### src/rtl/reg_write_arbiter_if.sv
// Bus between N register writers and the shared-register arbiter.
// Requesters sit on the master side; the arbiter and register sit on the slave side.
interface reg_write_arbiter_if #(
  parameter int unsigned N     = 4,
  parameter int unsigned WIDTH = 2
);
  localparam int unsigned PW = (N > 1) ? $clog2(N) : 1;

  logic [N-1:0]       req;
  logic [N-1:0]       lock;
  logic [N*WIDTH-1:0] I;
  logic [N-1:0]       gnt;
  logic [WIDTH-1:0]   O;
  logic               wr;
  logic               locked;
  logic [PW-1:0]      owner;

  modport master (
    output req, lock, I,
    input  gnt, O, wr, locked, owner
  );

  modport slave (
    input  req, lock, I,
    output gnt, O, wr, locked, owner
  );
endinterface

### src/rtl/reg_write_arbiter.sv
// Round-robin arbiter in front of one WIDTH-bit holding register shared by N writers.
// A winner may lock the register and keep writing exclusively until it drops lock.
module reg_write_arbiter #(
  parameter int unsigned      N     = 4,
  parameter int unsigned      WIDTH = 2,
  parameter logic [WIDTH-1:0] INIT  = '0
) (
  input  logic              CLK,
  input  logic              RESET,
  reg_write_arbiter_if.slave bus
);
  localparam int unsigned PW = (N > 1) ? $clog2(N) : 1;

  typedef enum logic {ST_ARB, ST_LOCKED} state_e;

  state_e           state;
  logic [PW-1:0]    ptr;
  logic [PW-1:0]    owner_q;
  logic [WIDTH-1:0] o_q;
  logic             wr_q;
  logic             locked_q;

  logic             win_vld;
  logic [PW-1:0]    win_idx;
  logic [PW:0]      scan;
  logic [N-1:0]     gnt_c;
  logic [WIDTH-1:0] wdata;

  function automatic logic [PW-1:0] ptr_inc(input logic [PW-1:0] x);
    if (x == PW'(N - 1)) return '0;
    return x + PW'(1);
  endfunction

  // Winner selection: owner only while locked, otherwise first requester from ptr.
  always_comb begin
    win_vld = 1'b0;
    win_idx = '0;
    scan    = '0;
    if (!RESET) begin
      if (state == ST_LOCKED) begin
        win_idx = owner_q;
        win_vld = bus.req[owner_q];
      end else begin
        for (int unsigned i = 0; i < N; i++) begin
          scan = {1'b0, ptr} + (PW+1)'(i);
          if (scan >= (PW+1)'(N)) scan = scan - (PW+1)'(N);
          if (!win_vld && bus.req[scan[PW-1:0]]) begin
            win_vld = 1'b1;
            win_idx = scan[PW-1:0];
          end
        end
      end
    end
  end

  // One-hot grant and the grant-driven data mux.
  always_comb begin
    gnt_c = '0;
    wdata = '0;
    if (win_vld) gnt_c[win_idx] = 1'b1;
    for (int unsigned k = 0; k < N; k++) begin
      if (gnt_c[k]) wdata = wdata | bus.I[k*WIDTH +: WIDTH];
    end
  end

  always_ff @(posedge CLK) begin
    if (RESET) begin
      state    <= ST_ARB;
      ptr      <= '0;
      owner_q  <= '0;
      o_q      <= INIT;
      wr_q     <= 1'b0;
      locked_q <= 1'b0;
    end else begin
      wr_q <= win_vld;
      if (win_vld) o_q <= wdata;
      case (state)
        ST_ARB: begin
          if (win_vld) begin
            owner_q <= win_idx;
            ptr     <= ptr_inc(win_idx);
            if (bus.lock[win_idx]) begin
              state    <= ST_LOCKED;
              locked_q <= 1'b1;
            end
          end
        end
        ST_LOCKED: begin
          // Releasing lock still lets this cycle's write land.
          if (!bus.lock[owner_q]) begin
            state    <= ST_ARB;
            locked_q <= 1'b0;
            ptr      <= ptr_inc(owner_q);
          end
        end
        default: state <= ST_ARB;
      endcase
    end
  end

  assign bus.gnt    = gnt_c;
  assign bus.O      = o_q;
  assign bus.wr     = wr_q;
  assign bus.locked = locked_q;
  assign bus.owner  = owner_q;
endmodule

### src/flat_wrapper.sv
// flat-port wrapper written by rule: the top's interface ports become plain ports
module reg_write_arbiter_flat 
#(
  parameter int unsigned      N     = 4,
  parameter int unsigned      WIDTH = 2,
  parameter logic [WIDTH-1:0] INIT  = '0
)
  (CLK, RESET, bus_req, bus_lock, bus_I, bus_gnt, bus_O, bus_wr, bus_locked, bus_owner);
  reg_write_arbiter_if #(.N(N), .WIDTH(WIDTH)) bus_i ();
  input  logic CLK;
  input  logic RESET;
  input wire logic [$bits(bus_i.req)-1:0] bus_req;
  input wire logic [$bits(bus_i.lock)-1:0] bus_lock;
  input wire logic [$bits(bus_i.I)-1:0] bus_I;
  output wire logic [$bits(bus_i.gnt)-1:0] bus_gnt;
  output wire logic [$bits(bus_i.O)-1:0] bus_O;
  output wire logic [$bits(bus_i.wr)-1:0] bus_wr;
  output wire logic [$bits(bus_i.locked)-1:0] bus_locked;
  output wire logic [$bits(bus_i.owner)-1:0] bus_owner;
  assign bus_i.req = bus_req;
  assign bus_i.lock = bus_lock;
  assign bus_i.I = bus_I;
  assign bus_gnt = bus_i.gnt;
  assign bus_O = bus_i.O;
  assign bus_wr = bus_i.wr;
  assign bus_locked = bus_i.locked;
  assign bus_owner = bus_i.owner;
  reg_write_arbiter #(.N(N), .WIDTH(WIDTH), .INIT(INIT)) u_core (.CLK(CLK), .RESET(RESET), .bus(bus_i));
endmodule
### config.mk
export PLATFORM = sky130hd
export DESIGN_NAME = reg_write_arbiter_flat
export DESIGN_NICKNAME = d
export VERILOG_FILES = /design/src/rtl/reg_write_arbiter_if.sv /design/src/rtl/reg_write_arbiter.sv /design/src/flat_wrapper.sv
export SDC_FILE = /design/constraint.sdc
export NUM_CORES = 1
export LEC_CHECK = 0
export ABC_CLOCK_PERIOD_IN_PS = 6000
export BUFFER_PORTS_ARGS = -buffer_cell sky130_fd_sc_hd__buf_2
export CORE_MARGIN = 5
export CORE_UTILIZATION = 35
export CTS_CLUSTER_SIZE = 30
export DETAILED_ROUTE_END_ITERATION = 10
export PLACE_DENSITY = 0.6
export SETUP_SLACK_MARGIN = 0.1
export SLEW_MARGIN = 20
export SYNTH_ARGS = -nofsm -noshare
export SYNTH_HDL_FRONTEND = slang
export SYNTH_SLANG_ARGS = --single-unit
### constraint.sdc
create_clock -name CLK -period 6 [get_ports CLK]
set_input_delay 1.2 -clock CLK [delete_from_list [all_inputs] [get_ports CLK]]
set_output_delay 1.2 -clock CLK [all_outputs]
set_load 0.01 [all_outputs]
**Yosys cells after proc, flatten, opt, wreduce, memory -nomap -nowiden**

Index checks and enable logic that the tools add are counted.
Widths: inputs -> output; s select.

- Logic and storage cells: 119
- Input bits: 18
- Output and inout port bits: 10
- Flip-flop bits (word level): 9

- $lt $le $gt $ge: 11
- Reduce and logical (&&, ||, !) cells: 10
- $add $sub $neg: 9
- Multiplexer cells: 74
- Equality and inequality tests: 5
- Bitwise gates (word level): 4

Operators by type and width:

| cell | count |
|---|---|
| $mux 2 | 28 |
| $mux 1 | 34 |
| $lt 2x3->1 const B | 6 |
| $bmux 1 s2 | 7 |
| $ge 3x3->1 const B | 3 |
| $sub 2x1->2 const B | 4 |
| $add 2x2->3 const B | 2 |
| $or 2x2->2 | 3 |
| $add 2x1->2 const B | 2 |
| $eq 2x2->1 const B | 2 |
| $logic_and 1x1->1 | 4 |
| $mux 4 | 1 |
| $ne 2x1->1 const B | 2 |
| $pmux 1 s2 | 2 |
| $pmux 2 s2 | 1 |
| $reduce_and 2->1 | 2 |
| $add 2x1->3 const B | 1 |
| $ge 2x3->1 const B | 1 |
| $logic_not 1->1 | 3 |
| $reduce_and 3->1 | 1 |
| $demux 1 s2 | 1 |
| $ge 2x1->1 const B | 1 |
| $ne 2x2->1 const B | 1 |
| $not 1->1 | 1 |

**Depth between registers and ports, before layout**

Gate-level depths: netlist of run 1.

- Depth in word-level cells: 36
- Depth in mapped cells: 9
- Depth with buffers taken out: 8

**Least setup slack after synthesis of run 1**

No wires, ideal clock.

- Kind: input -> output
- Start point: in bus_req[2]
- End point: out bus_gnt[0]
- Required time: 4800 ps
- Slack: 2414 ps
- Buffers on the path: 0
- Stages on the path: 6
- Data arrival time: 2386 ps
- Path through: nor2b_1 -> o2bb2ai_2 -> a211oi_1 -> inv_1 -> ha_1 -> and2_1

- Longest elaborated chain between the ends: 25
- Elaborated cells between the ends (all ways): 40
- Those cells by class: order compare: 2; mux: 31; reduce/logical: 7

RTL lines:

| what | RTL line | text |
|---|---|---|
| start: declaration | flat_wrapper.sv:12 | `input wire logic [$bits(bus_i.req)-1:0] bus_req;` |
| $bmux 1 s2 | reg_write_arbiter.sv:47 | `if (!win_vld && bus.req[scan[PW-1:0]]) begin` |
| $mux 1 (not written as such) | reg_write_arbiter.sv:47 |  |
| $mux 1 | reg_write_arbiter.sv:47 |  |
| $mux 1 | reg_write_arbiter.sv:40 | `if (state == ST_LOCKED) begin` |
| $mux 1 | reg_write_arbiter.sv:39 | `if (!RESET) begin` |
| $logic_not 1->1 | reg_write_arbiter.sv:47 |  |
| $logic_and 1x1->1 | reg_write_arbiter.sv:47 |  |
| $mux 1 | reg_write_arbiter.sv:47 |  |
| [10 not listed] | n/a |  |
| $mux 2 (*) | reg_write_arbiter.sv:40 |  |
| $mux 2 (*) | reg_write_arbiter.sv:39 |  |
| named net u_core.win_idx[0] | reg_write_arbiter.sv:24 | `logic [PW-1:0] win_idx;` |
| $lt 2x3->1 (not written as such) or $ge 2x1->1 (tied branches) | reg_write_arbiter.sv:60 | `if (win_vld) gnt_c[win_idx] = 1'b1;` |
| $logic_and 1x1->1 (not written as such) | reg_write_arbiter.sv:60 |  |
| $mux 1 (not written as such) | reg_write_arbiter.sv:60 |  |
| $demux 1 s2 (*) | n/a |  |
| $mux 4 (*) | reg_write_arbiter.sv:60 |  |
| end: declaration | flat_wrapper.sv:15 | `output wire logic [$bits(bus_i.gnt)-1:0] bus_gnt;` |

The timed path passes the listed nets; every way through them passes the cells marked *. The select of a mux whose other input is x is not followed.

**Worst setup path in the final report of run 1**

- Start point: in bus_req[2]
- End point: out bus_gnt[3]

Same word-level chain as after synthesis.

==> results.sh, run 1 <==
export IMPL_outcome="complete, no violations"
export IMPL_cp_top_family="compound AO/OA/AOI/OAI gates"
export IMPL_drc_errors=0
export IMPL_path_clk_slew_ns=0.07
export IMPL_post_drt_via_cell_ratio=5.676
export IMPL_slew_violations=0
export IMPL_ff2ff_path_depth=8
export IMPL_dp_slack_ns=2.030
export IMPL_hpwl_um=1530
export IMPL_io_pins=28
export IMPL_drive_gt1_frac=0.3214
export IMPL_cts_tree="built"
export IMPL_overflow=0
export IMPL_syn_area_per_cell_um2=8.954
export IMPL_nNetsFinal=136
export IMPL_dieArea_um2=3145
export IMPL_detail_route_wl_per_cell_um=14.01
export IMPL_layout_cells_non_filler=139
export IMPL_crit_path_start="bus_req[2]"
export IMPL_p_switching_mw=0.1586
export IMPL_synth_cell_area_um2=743.2
export IMPL_finalHoldViolCount=0
export IMPL_worstPathMaxFanout=6
export IMPL_cts_resized=0
export IMPL_port_buffer_count=27
export IMPL_htreeDepth=1
export IMPL_place_gp_congestion=0.8622
export IMPL_synth_adder_area_share=0.08418
export IMPL_min_period_ns=3.986
export IMPL_synth_seq_cells=9
export IMPL_placedCellCount=135
export IMPL_setup_viol=0
export IMPL_drtPass1Iterations=4
export IMPL_area_growth_syn_to_layout_pct=24.75
export IMPL_crit_reg2reg_launch="u_core.ptr[1]"
export IMPL_dr_total_vias=789
export IMPL_die_w_um=56.08
export IMPL_vdd_drop_max_uv=164.5
export IMPL_initial_core_util=0.3713
export IMPL_synth_compound_area_share=0.3199
export IMPL_synth_xor_area_frac=0
export IMPL_ant_nets=0
export IMPL_min_period_over_period=0.6643
export IMPL_hold_buffers=0
export IMPL_async_flop_share=0
export IMPL_finalWorstSetupSlack_ns=2.014
export IMPL_critical_path_endpoint="bus_gnt[3]"
export IMPL_path_buf_inv=3
export IMPL_swShare=0.4457
export IMPL_die_h_um=56.08
export IMPL_cp_num_cells=8
export IMPL_cts_setup_buffers=0
export IMPL_synth_edf_count=0
export IMPL_cp_start_kind="input port"
export IMPL_p_int_mw=0.1972
export IMPL_r2r_end="u_core.bus.O[0]"
export IMPL_synth_distinct_cells=37
export IMPL_fin_skew_ns=0.005923
export IMPL_p_total_mw=0.3558
export IMPL_grt_start_max_net_pins=13
export IMPL_power_frac_clock=0.141
export IMPL_synthMuxAreaShare=0.09933
export IMPL_crit_chain="buf_2 -> nor2b_1 -> a2111o_1 -> o2111ai_1 -> inv_1 -> ha_1 -> and2_1 -> buf_2"
export IMPL_maxCapViolCount=0
export IMPL_drt_wl_total_um=1948
export IMPL_setup_tns_ns=0
export IMPL_critPathCaptureType="output pin"
export IMPL_p_per_area_nw_per_um2=383.8
export IMPL_syn_nets=106
export IMPL_antenna_found_initial=0
export IMPL_regToRegSetupSlack_ns=3.65
export IMPL_clk_path_buf_depth=2
export IMPL_pwr_share_comb=0.539
export IMPL_crit_required_ns=4.80
export IMPL_synth_simple_area_share=0.2088
export IMPL_cts_buffers_inserted=3
export IMPL_seqPwrFrac=0.320
export IMPL_synth_cells=83
export IMPL_antenna_cells=0
export IMPL_cts_sinks=9
export IMPL_ys_warn_count=0
export IMPL_ys_seq_area_frac=0.2424
export IMPL_grt_usage=0.1336
export IMPL_coreArea_um2=2002
export IMPL_cp_common_cell="buf_2"
export IMPL_clk_latency_ns=0.27
export IMPL_fmax_mhz=250.9
export IMPL_critPathKind="input port to output pin"
export IMPL_grt_pass1_wl_um=3401
export IMPL_worst_pin_slew_ns=0.5544
export IMPL_ys_flop_type="dfxtp_1"
export IMPL_worstPathArrival_ns=2.79
export IMPL_slowest_stage="a2111o_1"
export IMPL_max_slew_margin=0.6300
export IMPL_num_rows=16
export IMPL_drtIter0Drc=36
export IMPL_max_stage_delay_ns=0.41
export IMPL_synth_top_family_by_area="compound AO/OA/AOI/OAI gates"
export IMPL_rsz0062_at_grt="no"
export IMPL_p_leak_nw=0.4420
export IMPL_grt_pass1_vias=765
export IMPL_hold_path_class="flip-flop to flip-flop"
export IMPL_cts_root_buf="clkbuf_4"
cells in the mapped netlist, types with 2 or more instances:
cell      count  area share
mux4_1        2       0.071
o211ai_1      2       0.020
nand4_1       2       0.017
a22o_1        2       0.024
o21ai_0       3       0.020
a211oi_1      5       0.051
nand2b_1      2       0.017
dfxtp_1       9        0.24
nor2b_1       3       0.025
and2_1        4       0.034
nor3_1        2       0.013
nor2_1        7       0.035
a41o_1        2       0.027
inv_1         6       0.030
nand2_1       4       0.020
a21oi_1       2       0.013
ha_1          5       0.084
a221oi_1      2       0.024
per-stage QoR:
| step | utilization | instance area [µm²] | hold WS, ns |
|---|---|---|---|
| after floorplan | - | 743.2 | 0.5201 |
| after global placement | 0.4500 | 900.9 | 0.4847 |
| after detailed placement | 0.4500 | 900.9 | 0.5019 |
| after CTS | 0.4631 | 927.1 | 0.5113 |
| after global routing | 0.4631 | 927.1 | 0.5244 |
| final | 0.4631 | 927.1 | 0.5049 |
routing by layer:
metal / track usage / part of all wire
met1: 0.1676 / 0.43
met2: 0.2137 / 0.47
met3: 0.02552 / 0.076
met4: 0.07119 / 0.024
met5: 0 / 0
sequential cells by signal (all words and copies together) (netlist names):
signal             count
u_core.bus.locked      1
u_core.bus.owner       2
u_core.ptr             2
u_core.bus.wr          1
u_core.state           1
u_core.bus.O           2
kinds of logic after synthesis:
family / Yosys count
AND/OR/NAND/NOR: 28
multiplexers: 4
buffers and inverters: 8
adder cells (fa/ha/maj): 5
flip-flops: 9
AO/OA/AOI/OAI: 29
cell type report:
type                    count  area [µm²]
clock buffers               4       26.28
multi-input cells          66       529.3
inverters                   6       22.52
fillers                   198        1075
flip-flops and latches      9       180.2
well taps                  27       33.78
repair buffers             27       135.1
placed cells by master, fill, tap and decap left out, types with 2 or more instances in the layout:
| cell type | synthesis | layout |
|---|---|---|
| a211oi_1 | 5 | 5 |
| mux4_1 | 2 | 2 |
| inv_1 | 6 | 6 |
| a41o_1 | 2 | 2 |
| dfxtp_1 | 9 | 9 |
| buf_2 | 0 | 27 |
| clkbuf_4 | 0 | 3 |
| o21ai_0 | 3 | 3 |
| o211ai_1 | 2 | 2 |
| a21oi_1 | 2 | 2 |
| nand2_1 | 4 | 4 |
| nor2_1 | 7 | 7 |
| a221oi_1 | 2 | 2 |
| a22o_1 | 2 | 2 |
| nor2b_1 | 3 | 3 |
| nand4_1 | 2 | 2 |
| ha_1 | 5 | 5 |
| nor3_1 | 2 | 2 |
| and2_1 | 4 | 4 |
| nand2b_1 | 2 | 2 |
how the worst min path moves through the flow:
stage / from / end / slack [ns] / depth (start not counted)
finish: u_core.bus.O[1] / u_core.bus.O[1] / 0.50 / 2
global route: u_core.bus.O[1] / u_core.bus.O[1] / 0.52 / 2
CTS: u_core.bus.O[1] / u_core.bus.O[1] / 0.51 / 2
detailed placement: u_core.bus.O[1] / u_core.bus.O[1] / 0.50 / 2
global placement: u_core.bus.O[1] / u_core.bus.O[1] / 0.48 / 2
floorplan: u_core.bus.O[0] / u_core.bus.O[0] / 0.52 / 2
worst reg2reg max path, cell delays in order (launching register included):
cell       delay [ns]
dfxtp_1          0.42
mux2i_1          0.26
o2bb2ai_2        0.14
a211oi_1         0.50
inv_1            0.13
ha_1             0.25
a22o_1           0.21
a221oi_1         0.22
a211oi_1         0.11
power by group through the flow:
stage | registers (mW) | clock network [mW] | logic [mW]
floorplan | 0.107 | 0 | 0.145
global placement | 0.115 | 0 | 0.191
detailed placement | 0.115 | 0 | 0.191
CTS | 0.113 | 0.0505 | 0.193
global route | 0.117 | 0.0518 | 0.216
finish | 0.114 | 0.0501 | 0.192
Note: power is estimated with default switching activity, not from simulation.
==> inputs of run 2 (changes only) <==
--- a/config.mk
+++ b/config.mk
@@ -5,13 +5,14 @@
 export SDC_FILE = /design/constraint.sdc
 export NUM_CORES = 1
 export LEC_CHECK = 0
-export ABC_CLOCK_PERIOD_IN_PS = 6000
+export ABC_AREA = 1
+export ABC_CLOCK_PERIOD_IN_PS = 4000
 export BUFFER_PORTS_ARGS = -buffer_cell sky130_fd_sc_hd__buf_2
 export CORE_MARGIN = 5
 export CORE_UTILIZATION = 35
 export CTS_CLUSTER_SIZE = 30
 export DETAILED_ROUTE_END_ITERATION = 10
-export PLACE_DENSITY = 0.6
+export PLACE_DENSITY = 0.58
 export SETUP_SLACK_MARGIN = 0.1
 export SLEW_MARGIN = 20
 export SYNTH_ARGS = -nofsm -noshare
==> constraint.sdc (replaced) <==
create_clock -name CLK -period 4 [get_ports CLK]
set_input_delay 0.8 -clock CLK [delete_from_list [all_inputs] [get_ports CLK]]
set_output_delay 0.8 -clock CLK [all_outputs]
set_load 0.01 [all_outputs]
==> results.sh, run 2 <==
export IMPL_synth_top_family_by_area="simple AND/OR/NAND/NOR gates"
export IMPL_syn_area_per_cell_um2=5.547
export IMPL_final_common_cell="nand2_1"
export IMPL_synth_area_leaders="nand2_1 (26%), dfxtp_1 (20%), inv_1 (6.9%), ha_1 (6.8%), a21oi_1 (6.0%)"
export IMPL_overflow=0
export IMPL_cp_common_cell="nand2_1"
export IMPL_drc_errors=0
export IMPL_synth_top_area_share=0.2649
export IMPL_nNetsFinal=218
export IMPL_critPathCaptureType="output pin"
export IMPL_seqPwrFrac=0.229
export IMPL_drtPass1Iterations=5
export IMPL_finalHoldViolCount=0
export IMPL_min_period_over_period=0.8318
export IMPL_post_drt_via_cell_ratio=4.759
export IMPL_fin_skew_ns=0.0002186
export IMPL_synth_simple_area_share=0.4769
export IMPL_worst_pin_slew_ns=0.4890
export IMPL_path_buf_inv=6
export IMPL_cp_start_kind="input port"
export IMPL_synthTopCellsByCount="nand2_1 (65), inv_1 (17), nor2_1 (13), a21oi_1 (11), nand3_1 (10)"
export IMPL_syn_nets=189
export IMPL_critPathKind="input port to output pin"
export IMPL_worstPathArrival_ns=2.53
export IMPL_outcome="complete, no violations"
export IMPL_final_cell_mix="nand2_1 (65), buf_2 (27), inv_1 (17)"
export IMPL_rsz0062_at_grt="no"
export IMPL_initial_core_util=0.3684
export IMPL_path_clk_slew_ns=0.05
export IMPL_dr_total_vias=1066
export IMPL_vdd_drop_max_uv=466.8
export IMPL_yosysMostFrequentCell="nand2_1"
export IMPL_cts_root_buf="clkbuf_4"
export IMPL_area_growth_syn_to_layout_pct=19.97
export IMPL_synth_cell_area_um2=920.9
export IMPL_swShare=0.5464
export IMPL_antenna_found_initial=0
export IMPL_synthMuxAreaShare=0
export IMPL_slew_violations=0
export IMPL_ys_seq_area_frac=0.1957
export IMPL_max_stage_delay_ns=0.23
export IMPL_p_leak_nw=0.6472
export IMPL_hold_buffers=0
export IMPL_min_period_ns=3.327
export IMPL_synth_edf_count=0
export IMPL_maxCapViolCount=0
export IMPL_setup_tns_ns=0
export IMPL_hpwl_um=1997
export IMPL_grt_pass1_vias=931
export IMPL_htreeDepth=1
export IMPL_grt_usage=0.1346
export IMPL_ant_nets=0
export IMPL_synth_seq_cells=9
export IMPL_setup_viol=0
export IMPL_num_rows=18
export IMPL_slowest_stage="ha_1"
export IMPL_synth_cells=166
export IMPL_crit_chain="buf_2 -> inv_1 -> nand2_1 -> nand3_1 -> nand2_1 -> inv_2 -> nand3_2 -> nor2_2 -> nor2_1 -> nand2_1 -> inv_1 -> ha_1 -> nand2_2 -> clkinv_1 -> buf_2"
export IMPL_fmax_mhz=300.5
export IMPL_ys_flop_type="dfxtp_1"
export IMPL_p_switching_mw=0.4459
export IMPL_io_pins=28
export IMPL_synth_distinct_cells=23
export IMPL_die_h_um=61.30
export IMPL_coreArea_um2=2500
export IMPL_cts_tree="built"
export IMPL_drt_wl_total_um=2360
export IMPL_ys_warn_count=0
export IMPL_drive_gt1_frac=0.2268
export IMPL_drtIter0Drc=29
export IMPL_die_w_um=61.30
export IMPL_clk_latency_ns=0.25
export IMPL_cts_buffers_inserted=3
export IMPL_power_frac_clock=0.080
export IMPL_synth_xor_area_frac=0
export IMPL_detail_route_wl_per_cell_um=10.54
export IMPL_async_flop_share=0
export IMPL_grt_start_max_net_pins=14
export IMPL_clk_path_buf_depth=2
export IMPL_port_buffer_count=27
export IMPL_synth_adder_area_share=0.06793
export IMPL_cts_resized=0
export IMPL_cp_top_family="simple AND/OR/NAND/NOR gates"
export IMPL_antenna_cells=0
export IMPL_p_int_mw=0.3701
export IMPL_hold_path_class="flip-flop to flip-flop"
export IMPL_place_gp_congestion=0.8527
export IMPL_worstPathMaxFanout=6
export IMPL_synth_top_cell_by_area="nand2_1"
export IMPL_crit_required_ns=3.20
export IMPL_cts_setup_buffers=0
export IMPL_cts_sinks=9
export IMPL_final_util=0.4419
export IMPL_grt_pass1_wl_um=3850
export IMPL_pwr_share_comb=0.691
export IMPL_dieArea_um2=3757
export IMPL_max_slew_margin=0.6736
export IMPL_p_per_area_nw_per_um2=738.6
export IMPL_synth_compound_area_share=0.1413
run 2: path summary, 6_finish.rpt:
kind / slack (ns) / cells past startpoint / end / from
worst max-delay path: 0.67 / 15 / bus_gnt[1] / bus_req[1]
worst min register to register: 0.46 / 2 / u_core.bus.locked / u_core.bus.locked
worst max register to register: 1.51 / 16 / u_core.ptr[0] / u_core.ptr[0]
worst min-delay path: 0.46 / 2 / u_core.bus.locked / u_core.bus.locked
run 2: area by class of cell:
type                       count  area, µm²
inverter                      25      93.84
multi-input combinational    129      631.9
clock buffer                   4      26.28
fill                         281       1395
sequential                     9      180.2
tap                           30      37.54
timing repair buffer          27      135.1
run 2: routing by layer:
| layer | wire (µm) | GRT usage | part of all wire |
|---|---|---|---|
| met4 | 0 | 0.01858 | 0 |
| met2 | 977 | 0.2054 | 0.41 |
| met3 | 223 | 0.03774 | 0.094 |
| met1 | 1159 | 0.1927 | 0.49 |
| met5 | 0 | 0 | 0 |
run 2: worst register-to-register path, stage by stage, from the launching register on:
cell and delay [ns]:
dfxtp_1 0.57, inv_2 0.14, nand2_1 0.13, nand3_1 0.10, nand2_1 0.08, inv_2 0.06
nand3_2 0.07, nor2_2 0.06, nor2_1 0.17, nand2_1 0.19, inv_1 0.15, ha_1 0.20
nor2_1 0.05, a21oi_1 0.18, nor2_1 0.07, a21oi_1 0.11, nor2_1 0.05
run 2: logic make-up (layout without fill, tap and decap cells):
kind of cell | after synthesis | in the layout
AND/OR/NAND/NOR | 100 | 100
flip-flops | 9 | 9
AO/OA/AOI/OAI | 24 | 24
buffers and inverters | 28 | 56
adder cells (fa/ha/maj) | 5 | 5
run 2: power by group through the flow:
stage          clock, mW  combinational, mW  sequential, mW
6_report          0.0652              0.564           0.187
5_1_grt           0.0782              0.646           0.196
4_1_cts           0.0680              0.567           0.187
3_5_place_dp           0              0.564           0.189
3_3_place_gp           0              0.554           0.188
2_1_floorplan          0              0.451           0.164
run 2: metrics by stage:
stage	area, µm²	hold WS (ns)	instances	worst slack [ns]	power, mW
global placement	1079	0.4588	220	0.7334	0.7423
CTS	1105	0.4759	224	0.6849	0.8214
detailed placement	1079	0.4619	220	0.6870	0.7524
finish	1105	0.4647	224	0.6726	0.8161
floorplan	920.9	0.4812	166	1.116	0.6147
global route	1105	0.5026	224	0.4280	0.9199
